$ cat src/rtl/sub_pkg.sv
// Shared types and constants for the bit-serial borrow subtractor.
// Optional signed overflow output is enabled with SIGNED_OVF_EN.
package sub_pkg;

   typedef enum logic [1:0] {
      IDLE,
      SHIFT,
      DONE
   } state_t;

   localparam int DEF_WIDTH = 4;

   function automatic int cnt_w(input int w);
      return (w < 2) ? 1 : $clog2(w);
   endfunction

endpackage

$ cat src/rtl/full_sub_bit.sv
// One-bit full subtractor cell: d = a - b - bin.
// Iterated over the operand bits by serial_borrow_sub.
module full_sub_bit (
   input  logic a,
   input  logic b,
   input  logic bin,
   output logic d,
   output logic bout
);

   assign d    = a ^ b ^ bin;
   assign bout = (~a & b) | (~(a ^ b) & bin);

endmodule

$ cat src/rtl/serial_borrow_sub.sv
// Bit-serial D = A - B - Bin, LSB first, valid/ready on both sides.
// Define SIGNED_OVF_EN to add the two's-complement overflow output ovf.
module serial_borrow_sub
   import sub_pkg::*;
#(
   parameter int WIDTH = DEF_WIDTH
) (
   input  logic             clk,
   input  logic             rst_n,
   input  logic             in_valid,
   output logic             in_ready,
   input  logic [WIDTH-1:0] a,
   input  logic [WIDTH-1:0] b,
   input  logic             bin,
   output logic             out_valid,
   input  logic             out_ready,
   output logic [WIDTH-1:0] d,
   output logic             bout
`ifdef SIGNED_OVF_EN
   ,
   output logic             ovf
`endif
);

   localparam int CW = cnt_w(WIDTH);
   localparam logic [CW-1:0] LAST = CW'(WIDTH - 1);

   state_t state, state_n;

   logic [WIDTH-1:0] sa, sb, acc, d_q;
   logic [CW-1:0]    cnt;
   logic             brw, bout_q;
   logic             dbit, bnext;
   logic             last;

   full_sub_bit u_cell (
      .a    (sa[0]),
      .b    (sb[0]),
      .bin  (brw),
      .d    (dbit),
      .bout (bnext)
   );

   assign last = (cnt == LAST);

   always_ff @(posedge clk) begin
      if (!rst_n) state <= IDLE;
      else        state <= state_n;
   end

   always_comb begin
      state_n   = state;
      in_ready  = 1'b0;
      out_valid = 1'b0;
      unique case (state)
         IDLE: begin
            in_ready = 1'b1;
            if (in_valid) state_n = SHIFT;
         end
         SHIFT: begin
            if (last) state_n = DONE;
         end
         DONE: begin
            out_valid = 1'b1;
            if (out_ready) state_n = IDLE;
         end
         default: state_n = IDLE;
      endcase
   end

   // acc collects difference bits; d_q only changes when a result completes
   always_ff @(posedge clk) begin
      if (!rst_n) begin
         sa     <= '0;
         sb     <= '0;
         acc    <= '0;
         d_q    <= '0;
         cnt    <= '0;
         brw    <= 1'b0;
         bout_q <= 1'b0;
      end else begin
         unique case (state)
            IDLE: begin
               if (in_valid) begin
                  sa  <= a;
                  sb  <= b;
                  brw <= bin;
                  cnt <= '0;
               end
            end
            SHIFT: begin
               sa  <= sa >> 1;
               sb  <= sb >> 1;
               acc <= {dbit, acc[WIDTH-1:1]};
               brw <= bnext;
               cnt <= cnt + 1'b1;
               if (last) begin
                  d_q    <= {dbit, acc[WIDTH-1:1]};
                  bout_q <= bnext;
               end
            end
            default: ;
         endcase
      end
   end

   assign d    = d_q;
   assign bout = bout_q;

`ifdef SIGNED_OVF_EN
   logic ovf_q;

   // On the last bit sa[0]/sb[0] are the operand sign bits
   always_ff @(posedge clk) begin
      if (!rst_n) begin
         ovf_q <= 1'b0;
      end else if (state == SHIFT && last) begin
         ovf_q <= (sa[0] ^ sb[0]) & (dbit ^ sa[0]);
      end
   end

   assign ovf = ovf_q;
`endif

endmodule
$ cat config.mk
export PLATFORM = sky130hd
export DESIGN_NAME = serial_borrow_sub
export DESIGN_NICKNAME = d
export VERILOG_FILES = /design/src/rtl/sub_pkg.sv /design/src/rtl/full_sub_bit.sv /design/src/rtl/serial_borrow_sub.sv
export SDC_FILE = /design/constraint.sdc
export NUM_CORES = 1
export LEC_CHECK = 0
export ABC_AREA = 0
export CAP_MARGIN = 40
export CORE_MARGIN = 5
export CORE_UTILIZATION = 30
export CTS_BUF_LIST = sky130_fd_sc_hd__clkbuf_16
export CTS_CLUSTER_DIAMETER = 120
export DETAILED_ROUTE_END_ITERATION = 10
export REMOVE_ABC_BUFFERS = 1
export SLEW_MARGIN = 25
export SYNTH_ARGS = -nofsm -noshare
export SYNTH_HDL_FRONTEND = slang
export SYNTH_SLANG_ARGS = --single-unit
$ cat constraint.sdc
create_clock -name clk -period 1.2 [get_ports clk]
set_input_delay 0.24 -clock clk [delete_from_list [all_inputs] [get_ports clk]]
set_output_delay 0.24 -clock clk [all_outputs]
set_load 0.005 [all_outputs]
==> results of run 1 <==
==> area by class of cell <==
class	instances	area (um^2)	area share
sequential	21	424	0.310
multi-input combinational	68	467	0.342
inverter	6	22.5	0.0165
timing repair buffer	35	319	0.234
clock inverter	1	3.75	0.00275
tap	44	55.1	0.0403
clock buffer	3	75.1	0.0549
==> kinds of logic after synthesis <==
kind of cell,Yosys count
compound gates,37
fa+ha+maj,2
buf+inv,13
flops,21
mux,1
simple gates,28
==> state kept, by name, summed over array words and instances (netlist names) <==
name,cells
acc,3
brw,1
state,2
cnt,2
sa,4
d,4
sb,4
bout,1
==> worst min path at each step <==
stage	end	slack, ns	cells after the start
after floorplan	sa[0]$_SDFFE_PN0P_	0.38	2
after CTS	d[1]$_SDFFE_PN0P_	0.45	2
after detailed placement	d[1]$_SDFFE_PN0P_	0.44	2
final	d[0]$_SDFFE_PN0P_	0.45	2
after global routing	d[0]$_SDFFE_PN0P_	0.46	2
after global placement	d[1]$_SDFFE_PN0P_	0.44	2
==> through the flow <==
stage / TNS [ns] / hold slack (ns) / area (um^2) / utilization
floorplan: 0 / 0.378 / 902 / -
global placement: -1.56 / 0.438 / 1260 / 0.414
detailed placement: -2.00 / 0.442 / 1260 / 0.414
CTS: 0 / 0.447 / 1340 / 0.438
global route: -0.0893 / 0.464 / 1370 / 0.448
finish: 0 / 0.448 / 1370 / 0.448
==> critical path, cell delays in order, from the launching register on <==
cell	delay [ns]
sky130_fd_sc_hd__dfxtp_2	0.33
sky130_fd_sc_hd__inv_2	0.04
sky130_fd_sc_hd__fa_1	0.46
sky130_fd_sc_hd__a221oi_2	0.26
==> per-layer routing <==
metal  GRT usage  wire length [um]  up-vias
met2       0.185              1040       20
met4      0.0584                40        0
met1       0.126               965      375
met5           0                 0        -
li1            -                 -      436
met3      0.0289                80        4
==> report_power, final <==
part	leakage (nW)	internal [mW]	total, mW	switching, mW
clock	0.0423	0.443	0.678	0.235
combinational	0.325	0.141	0.252	0.111
sequential	0.173	0.736	0.760	0.0247
==> what timing repair did <==
| action | 4_1_cts | 5_1_grt |
|---|---|---|
| pin swaps | 1 | 0 |
| endpoints found under the setup margin | 15 | 13 |
| gates cloned | 0 | 0 |
| setup buffers | 0 | 2 |
| gates resized for setup | 14 | 5 |
==> placed cells by master, fill, tap and decap left out, types with 2 or more instances in the layout <==
| master | instances |
|---|---|
| sky130_fd_sc_hd__a21oi_1 | 16 |
| sky130_fd_sc_hd__buf_4 | 13 |
| sky130_fd_sc_hd__buf_6 | 2 |
| sky130_fd_sc_hd__clkbuf_16 | 3 |
| sky130_fd_sc_hd__clkdlybuf4s50_1 | 12 |
| sky130_fd_sc_hd__dfxtp_1 | 18 |
| sky130_fd_sc_hd__dfxtp_2 | 3 |
| sky130_fd_sc_hd__dlygate4sd2_1 | 5 |
| sky130_fd_sc_hd__inv_1 | 6 |
| sky130_fd_sc_hd__nand2_1 | 10 |
| sky130_fd_sc_hd__nand2b_4 | 2 |
| sky130_fd_sc_hd__nand3_1 | 4 |
| sky130_fd_sc_hd__nand4_1 | 2 |
| sky130_fd_sc_hd__nor2_1 | 4 |
| sky130_fd_sc_hd__o21ai_0 | 3 |
| sky130_fd_sc_hd__o21ai_1 | 2 |
| sky130_fd_sc_hd__o221ai_1 | 5 |
| sky130_fd_sc_hd__o22ai_1 | 4 |
| sky130_fd_sc_hd__or3b_1 | 2 |
==> run_summary.xml, run 1 <==
<?xml version="1.0" encoding="UTF-8"?>
<metrics>
  <group name="timing">
    <metric name="worst-slew-pin-transition" unit="ns">0.280</metric>
    <metric name="number_of_failing_hold_endpoints_at_the_final_stage" unit="">0</metric>
    <metric name="timing.max_slew.rel_slack" unit="">0.813</metric>
    <metric name="slew_limit_fails" unit="">0</metric>
    <metric name="setup_violations" unit="">0</metric>
    <metric name="worst_clock_skew" unit="ns">0.00314</metric>
    <metric name="maxClockFrequency" unit="MHz">850</metric>
    <metric name="final.setup.worst_slack" unit="ns">0.0236</metric>
    <metric name="final_period_util" unit="">0.980</metric>
    <metric name="finalCriticalPeriod" unit="ns">1.18</metric>
    <metric name="rsz0062_at_grt" unit="">true</metric>
  </group>
  <group name="die">
    <metric name="initial_core_util" unit="">0.312</metric>
    <metric name="floorplan.core_area" unit="mm^2">0.00305</metric>
    <metric name="row_count" unit="">20</metric>
    <metric name="floorplan.io_pins" unit="">20</metric>
    <metric name="die-area" unit="mm^2">0.00441</metric>
    <metric name="die-width" unit="um">66.4</metric>
    <metric name="floorplan.die.height" unit="um">66.4</metric>
  </group>
  <group name="final_layout">
    <metric name="layout.cells.non_filler" unit="">178</metric>
    <metric name="layout.nets" unit="">150</metric>
    <metric name="nFillCells" unit="">314</metric>
    <metric name="flow.area_growth_from_synthesis" unit="%">43.3</metric>
    <metric name="num_antenna_cells" unit="">0</metric>
    <metric name="drive_above_1_share" unit="">0.239</metric>
  </group>
  <group name="critical_path">
    <metric name="arrival" unit="ns">1.33</metric>
    <metric name="setup.reg_to_reg.worst_slack" unit="ns">0.02</metric>
    <metric name="critPathLaunchType" unit="">register</metric>
    <metric name="worst-path-max-fanout" unit="">2</metric>
    <metric name="end_kind" unit="">register</metric>
    <metric name="r2r-end" unit="">brw$_SDFFE_PN0P_</metric>
    <metric name="reg2reg_from" unit="">brw$_SDFFE_PN0P_</metric>
    <metric name="critPathKind" unit="">register to register</metric>
    <metric name="r2r_cells" unit="">3</metric>
    <metric name="timing.critical_path.from" unit="">brw$_SDFFE_PN0P_</metric>
    <metric name="worst_setup_path_endpoint" unit="">brw$_SDFFE_PN0P_</metric>
    <metric name="critical_path_required" unit="ns">1.36</metric>
  </group>
  <group name="routing">
    <metric name="drt_drc_violations_left" unit="">0</metric>
    <metric name="routed_wl" unit="um">2130</metric>
    <metric name="dr.first_iter.drc_count" unit="">76</metric>
    <metric name="remaining_number_of_nets_flagged_by_the_antenna_check_after_routing" unit="">0</metric>
    <metric name="vias" unit="">835</metric>
    <metric name="vias_per_cell" unit="">4.69</metric>
    <metric name="post_drt_wl_per_cell" unit="um">11.9</metric>
    <metric name="first_pass_detailed_route_iteration_total" unit="">4</metric>
  </group>
  <group name="place">
    <metric name="place_inst" unit="">172</metric>
    <metric name="gp_congestion" unit="">0.781</metric>
    <metric name="placement.io_buffers" unit="">19</metric>
    <metric name="pre_cts_slack" unit="ns">-0.201</metric>
    <metric name="detailed_place_hpwl" unit="um">1680</metric>
  </group>
  <group name="power">
    <metric name="report.power.total" unit="mW">1.69</metric>
    <metric name="pwr_density_cell" unit="mW/mm^2">1240</metric>
    <metric name="p_leak" unit="nW">0.540</metric>
    <metric name="vdd.ir_drop.worst" unit="uV">801</metric>
  </group>
  <group name="worst_hold_path">
    <metric name="hold_path.class" unit="">register to register</metric>
    <metric name="hold_path.startpoint" unit="">d[0]$_SDFFE_PN0P_</metric>
  </group>
  <group name="clock_network">
    <metric name="clk_transition_reported_paths" unit="ns">0.06</metric>
    <metric name="postCtsHoldBufs" unit="">0</metric>
    <metric name="clock_insertion_delay_worst_skew" unit="ns">0.25</metric>
    <metric name="clock_tree_from_tritoncts" unit="">built</metric>
    <metric name="clock-root-buffer" unit="">sky130_fd_sc_hd__clkbuf_16</metric>
    <metric name="cts-root-to-sink-buffers" unit="">2</metric>
    <metric name="numCtsBuffers" unit="">3</metric>
    <metric name="cts_sinks" unit="">21</metric>
    <metric name="htree_levels" unit="">1</metric>
  </group>
  <group name="synthesis">
    <metric name="yosys.area_share.simple" unit="">0.165</metric>
    <metric name="synth-seq-cells" unit="">21</metric>
    <metric name="synthesis.area_per_instance" unit="um^2">9.35</metric>
    <metric name="synth_ff_type" unit="">sky130_fd_sc_hd__dfxtp_1</metric>
    <metric name="yosysTopAreaCellShare" unit="">0.441</metric>
    <metric name="synth_top_family_by_area" unit="">compound AO/OA/AOI/OAI gates</metric>
    <metric name="synthesis.instances" unit="">102</metric>
    <metric name="ys_top_cells_by_count" unit="">sky130_fd_sc_hd__dfxtp_1 (21), sky130_fd_sc_hd__a21oi_1 (16), sky130_fd_sc_hd__nand2_1 (10), sky130_fd_sc_hd__inv_1 (6), sky130_fd_sc_hd__o221ai_1 (5)</metric>
    <metric name="yosysTopAreaCell" unit="">sky130_fd_sc_hd__dfxtp_1</metric>
    <metric name="syn-cell-area" unit="um^2">953</metric>
    <metric name="post_synth_xor_area_fraction" unit="">0</metric>
    <metric name="synth.mux.area_fraction" unit="">0.0105</metric>
    <metric name="synth-edff-count" unit="">0</metric>
    <metric name="synthMostInstantiatedCell" unit="">sky130_fd_sc_hd__dfxtp_1</metric>
    <metric name="synth_compound_gate_area_share" unit="">0.272</metric>
    <metric name="synth.lib_cells_used.distinct" unit="">31</metric>
    <metric name="seq_area_frac_synth" unit="">0.441</metric>
    <metric name="async_flop_share" unit="">0</metric>
    <metric name="synth_area_leaders" unit="">sky130_fd_sc_hd__dfxtp_1 (44%), sky130_fd_sc_hd__a21oi_1 (8.4%), sky130_fd_sc_hd__o221ai_1 (4.6%), sky130_fd_sc_hd__nand2_1 (3.9%), sky130_fd_sc_hd__o22ai_1 (2.6%)</metric>
    <metric name="yosysWarnings" unit="">0</metric>
    <metric name="yosys.area_share.adder" unit="">0.0341</metric>
  </group>
  <group name="global_routing">
    <metric name="vias_in_the_first_global_route" unit="">869</metric>
    <metric name="pin_count_of_the_biggest_net_entering_global_routing" unit="">12</metric>
    <metric name="grt-ovfl-total" unit="">0</metric>
    <metric name="grt_antenna_before_repair" unit="">0</metric>
    <metric name="grt_pass1_wl" unit="um">3730</metric>
    <metric name="grt_usage" unit="">0.110</metric>
  </group>
  <group name="run_status">
    <metric name="run_status" unit="">complete, no violations</metric>
  </group>
  <group name="run">
    <metric name="drv_cap" unit="">0</metric>
  </group>
</metrics>
No activity file was read; power rests on OpenSTA's default activity.
==> run 2: changes to the inputs <==
Settings changed: CAP_MARGIN 40 to 25.
==> results of run 2 <==
Same layout as run 1: the final DEF is identical, and so are final timing and power.
